$ cat src/rtl/sipo_deserializer.sv
`default_nettype none
// ============================================================================
// Module      : sipo_deserializer
// Description : Serial-in, parallel-out receiver. It samples one bit on each
//               serial_valid strobe and aligns words on frame_start. Each
//               completed WIDTH-bit word appears on a registered parallel
//               output with a valid/ready handshake. The sticky overrun flag
//               records any word dropped because the output was still full.
// Ports       : clk, reset_n (async, active-low)
//               serial_in, serial_valid, frame_start  - serial side
//               parallel_out, out_valid, out_ready     - word side
//               overrun, clear_overrun                 - error flag
//               bit_count                              - bits held in the current word
// Revision    : 1.0 - initial release
// ============================================================================
module sipo_deserializer #(
    parameter int WIDTH     = 4,
    parameter bit MSB_FIRST = 1'b1
) (
    input  logic                     clk,
    input  logic                     reset_n,
    input  logic                     serial_in,
    input  logic                     serial_valid,
    input  logic                     frame_start,
    output logic [WIDTH-1:0]         parallel_out,
    output logic                     out_valid,
    input  logic                     out_ready,
    output logic                     overrun,
    input  logic                     clear_overrun,
    output logic [$clog2(WIDTH)-1:0] bit_count
);

    localparam int CW = $clog2(WIDTH);
    localparam logic [CW-1:0] c_LAST = CW'(WIDTH - 1);

    typedef enum logic [0:0] {
        S_IDLE  = 1'b0,
        S_SHIFT = 1'b1
    } state_t;

    state_t           r_state;
    state_t           w_state_next;
    logic [WIDTH-1:0] r_shreg;
    logic [WIDTH-1:0] w_shreg_shifted;
    logic [CW-1:0]    r_count;
    logic [CW-1:0]    w_count_next;
    logic             w_capture;
    logic             w_complete;
    logic [WIDTH-1:0] r_pout;
    logic             r_out_valid;
    logic             r_overrun;

    // Shift direction fixes which output bit the first received bit lands in.
    generate
        if (MSB_FIRST) begin : g_msb_first
            assign w_shreg_shifted = {r_shreg[WIDTH-2:0], serial_in};
        end else begin : g_lsb_first
            assign w_shreg_shifted = {serial_in, r_shreg[WIDTH-1:1]};
        end
    endgenerate

    // Next-state, capture and completion decode.
    always_comb begin
        w_state_next = r_state;
        w_capture    = 1'b0;
        w_complete   = 1'b0;
        w_count_next = r_count;
        case (r_state)
            S_IDLE: begin
                // Unaligned bits are dropped until a frame marker arrives.
                if (serial_valid && frame_start) begin
                    w_state_next = S_SHIFT;
                    w_capture    = 1'b1;
                    w_count_next = CW'(1);
                end
            end
            S_SHIFT: begin
                if (serial_valid) begin
                    w_capture = 1'b1;
                    if (frame_start) begin
                        // Resync: this bit restarts the word as bit 0.
                        w_count_next = CW'(1);
                    end else if (r_count == c_LAST) begin
                        w_complete   = 1'b1;
                        w_count_next = '0;
                    end else begin
                        w_count_next = r_count + CW'(1);
                    end
                end
            end
            default: begin
                w_state_next = S_IDLE;
                w_count_next = '0;
            end
        endcase
    end

    always_ff @(posedge clk or negedge reset_n) begin
        if (!reset_n) begin
            r_state <= S_IDLE;
            r_count <= '0;
            r_shreg <= '0;
        end else begin
            r_state <= w_state_next;
            r_count <= w_count_next;
            if (w_capture) begin
                r_shreg <= w_shreg_shifted;
            end
        end
    end

    // Output word register and handshake. A completing word loads only when
    // the output slot is empty or being drained on this same edge.
    always_ff @(posedge clk or negedge reset_n) begin
        if (!reset_n) begin
            r_pout      <= '0;
            r_out_valid <= 1'b0;
            r_overrun   <= 1'b0;
        end else begin
            if (w_complete && (!r_out_valid || out_ready)) begin
                r_pout      <= w_shreg_shifted;
                r_out_valid <= 1'b1;
            end else if (r_out_valid && out_ready) begin
                r_out_valid <= 1'b0;
            end

            // Set has priority over clear so a drop is never lost.
            if (w_complete && r_out_valid && !out_ready) begin
                r_overrun <= 1'b1;
            end else if (clear_overrun) begin
                r_overrun <= 1'b0;
            end
        end
    end

    assign parallel_out = r_pout;
    assign out_valid    = r_out_valid;
    assign overrun      = r_overrun;
    assign bit_count    = r_count;

endmodule
`default_nettype wire

$ cat config.mk
export PLATFORM = sky130hd
export DESIGN_NAME = sipo_deserializer
export DESIGN_NICKNAME = d
export VERILOG_FILES = /design/src/rtl/sipo_deserializer.sv
export SDC_FILE = /design/constraint.sdc
export NUM_CORES = 1
export LEC_CHECK = 0
export ABC_AREA = 1
export CAP_MARGIN = 20
export CORE_AREA = 2 2 39 41
export DETAILED_ROUTE_END_ITERATION = 10
export DIE_AREA = 0 0 41 43
export PLACE_DENSITY = 0.72
export SETUP_SLACK_MARGIN = 0.2
export SYNTH_ARGS = -nofsm -noshare
export SYNTH_HDL_FRONTEND = slang
export SYNTH_SLANG_ARGS = --single-unit
$ cat constraint.sdc
create_clock -name clk -period 1.1 [get_ports clk]
set_input_delay 0.165 -clock clk [delete_from_list [all_inputs] [get_ports clk]]
set_output_delay 0.165 -clock clk [all_outputs]
set_load 0.02 [all_outputs]
==> impl_metrics.env <==
export IMPL_max_cap_violations=0
export IMPL_cp_top_family="flip-flops"
export IMPL_final_max_slew_viol_count=0
export IMPL_synth_fp_nets=64
export IMPL_dieHeight_um=43
export IMPL_internal_power_w=0.00118
export IMPL_num_rows=14
export IMPL_multi_input_area_um2=223
export IMPL_grt_setup_unrepaired="yes"
export IMPL_grt_max_degree=13
export IMPL_portBuffers=14
export IMPL_status="completed"
export IMPL_fmax_ghz=0.946
export IMPL_peakVddDrop_v=0.00101
export IMPL_seq_area_frac_synth_pct=59.1
export IMPL_crit_path_max_incr_delay_ns=0.42
export IMPL_hold_violations=0
export IMPL_slowest_stage="dfrtp_2"
export IMPL_start_util_pct=36.7
export IMPL_dpl_hpwl_um=739
export IMPL_placedCellCount=94
export IMPL_root_buffer="clkbuf_4"
export IMPL_numCtsBuffers=3
export IMPL_vias=483
export IMPL_die_area_um2=1760
export IMPL_grt_overflow_total=0
export IMPL_hold_ws_ns=0.182
export IMPL_path_buf_inv=1
export IMPL_cts_clk_slew_worst_paths_ns=0.08
export IMPL_ys_ff_latch=12
export IMPL_p_seq_share_pct=35.4
export IMPL_post_route_min_period_ns=1.06
export IMPL_grt_pass1_vias=509
export IMPL_crit_fanout=4
export IMPL_htreeDepth=1
export IMPL_period_share_pct=96.1
export IMPL_synth_fa_ha_area_share_pct=2.46
export IMPL_dr_pass1_iters=2
export IMPL_tightest_slew_ns=0.344
export IMPL_cts_sinks=12
export IMPL_synthSimpleGateAreaFrac_pct=22.9
export IMPL_required_ns=1.27
export IMPL_postRouteAntennaNets=0
export IMPL_wl_per_cell_um=10.8
export IMPL_layout_nets=99
export IMPL_ios=15
export IMPL_cp_arrival_ns=1.23
export IMPL_core_area_um2=1380
export IMPL_p_per_area_nw_per_um2=1980
export IMPL_synthXorXnorAreaFrac_pct=0
export IMPL_slew_headroom_pct=77.1
export IMPL_switching_share_pct=32.3
export IMPL_cts_hold_buf=0
export IMPL_clock_latency_ns=0.28
export IMPL_rrSetupSlack_ns=0.04
export IMPL_routed_wl_mm=1.15
export IMPL_synth_warnings=0
export IMPL_antenna_found_initial=0
export IMPL_finalWeightedCongestion=0.728
export IMPL_cts_tree="yes"
export IMPL_drive_above_1_share_pct=46.7
export IMPL_synth_mux_area_share_pct=0
export IMPL_grt_pass1_wl_mm=1.99
export IMPL_drt_iter0_markers=1
export IMPL_synth_cell_types=14
export IMPL_post_place_ws_ns=-0.128
export IMPL_synth_compound_area_share_pct=9.61
export IMPL_clock_skew_ns=0.00231
export IMPL_viasPerCell=4.56
export IMPL_clk_path_buf_depth=2
export IMPL_critPathKind="flip-flop to flip-flop"
export IMPL_finalSetupViolations=0
export IMPL_min_path_type="primary input to asynchronous set/reset pin"
export IMPL_cp_start_kind="flip-flop"
export IMPL_worst_slack_ns=0.0430
export IMPL_worst_r2r_endpoint="parallel_out[2]"
export IMPL_p_switching_w=0.000564
export IMPL_antenna_cells=0
export IMPL_fin_cells=106
export IMPL_rr_worst_depth=6
export IMPL_drc=0
export IMPL_crit_chain="buf_6 -> ha_4 -> nand2_2 -> nor2_4 -> nand3_1 -> nand2_1"
export IMPL_r2r_start="bit_count[0]"
export IMPL_avgSynthCellArea_um2=9.07
export IMPL_comb_power_share_pct=44.1
export IMPL_p_leak_nw=0.442
export IMPL_seq_area_um2=303
export IMPL_die_x_um=41
export IMPL_fillers=120
export IMPL_syn_cell_area_um2=508
export IMPL_pwr_share_clk_pct=20.5
export IMPL_grt_total_usage_pct=17.4
export IMPL_synth_top_family_by_area="simple AND/OR/NAND/NOR gates"
export IMPL_syn_to_final_growth_pct=73.6
export IMPL_end_kind="flip-flop"
export IMPL_synth_cells=56
## power groups by stage
stage | Combinational, W | Sequential, W | Clock (W)
floorplan | 0.000145 | 0.000744 | 0
global placement | 0.000570 | 0.000612 | 0
detailed placement | 0.000580 | 0.000618 | 0
CTS | 0.000670 | 0.000615 | 0.000364
global route | 0.000839 | 0.000638 | 0.000398
finish | 0.000771 | 0.000619 | 0.000358
## flip-flops by register name, indices dropped and copies added (netlist names)
signal,flops
bit_count,2
out_valid,1
overrun,1
parallel_out,4
r_shreg,3
r_state,1
## worst register-to-register path, cell delays in order (launching register included)
cell,delay [ns]
dfrtp_2,0.42
buf_6,0.12
ha_4,0.15
nand2_2,0.08
nor2_4,0.04
nand3_1,0.07
nand2_1,0.06
## per-stage QoR
stage	cell area, um^2	util (%)	power, W	TNS [ns]
floorplan	531	-	0.000889	0
global placement	751	54.2	0.00118	-0.824
detailed placement	751	54.2	0.00120	-1.05
CTS	831	60.0	0.00165	0
global route	882	63.7	0.00187	-0.111
finish	882	63.7	0.00175	0
## kinds of logic (layout without fill, tap and decap cells)
group | count (synthesis) | after routing
DFF | 12 | 12
adders and majority gates | 1 | 1
AOI/OAI and AO/OA | 8 | 8
buffers and inverters | 8 | 42
and+or+nand+nor | 27 | 27
## synth_stat cells
cell type  count  area (um^2)
nand2_1       18         67.6
dfrtp_1       12          300
inv_1          6         22.5
nand3_1        5         25.0
o21ai_0        3         15.0
inv_2          2         7.51
nor2_1         2         7.51
o21ai_1        2         10.0
a21o_1         1         7.51
ha_1           1         12.5
nand3_2        1         10.0
nor2_2         1         6.26
o21ai_2        1         8.76
o21bai_1       1         7.51
## layout by cell type, fill, tap and decap left out
cell type / instances
inv_1: 5
buf_6: 9
nor2_1: 1
a21o_1: 1
nor2_4: 2
nand3_2: 2
buf_2: 1
nand2_2: 3
o21ai_4: 1
inv_2: 3
ha_4: 1
o21ai_0: 1
clkdlybuf4s50_1: 5
clkbuf_4: 3
dfrtp_1: 10
dlygate4sd2_1: 1
dfrtp_2: 2
nand3_1: 4
o21ai_1: 4
o21bai_1: 1
buf_4: 14
nand2_1: 15
clkbuf_8: 1
## layer usage
metal | vias up | share of wire (%) | global-route usage (%)
met5 | - | 0 | 0
met4 | 0 | 1.6 | 10.0
met3 | 4 | 5.4 | 4.71
met2 | 13 | 52 | 28.7
met1 | 219 | 41 | 18.6
li1 | 247 | - | -
## what timing repair did
action / CTS / global route
cloned: 0 / 0
gates resized for setup: 46 / 11
pin swaps: 5 / 8
setup endpoints to repair: 19 / 19
buffers inserted: 5 / 3
## worst max-delay path by stage
stage,startpoint,endpoint,slack (ns),cells past startpoint
3_3_place_gp,frame_start,bit_count[1],-0.1,4
6_report,bit_count[0],parallel_out[2],0.04,6
2_1_floorplan,bit_count[1],parallel_out[0],0.08,6
4_1_cts,bit_count[1],parallel_out[2],0.03,7
5_1_grt,bit_count[1],parallel_out[2],-0.03,7
3_5_place_dp,frame_start,parallel_out[2],-0.13,6
## cell type report
type | instances | area share (%)
Timing Repair Buffer | 30 | 30.6
Inverter | 8 | 3.40
Multi-Input combinational cell | 36 | 25.2
Clock buffer | 4 | 4.11
Tap cell | 16 | 2.27
Sequential cell | 12 | 34.3
(Power assumes the default switching activity.)
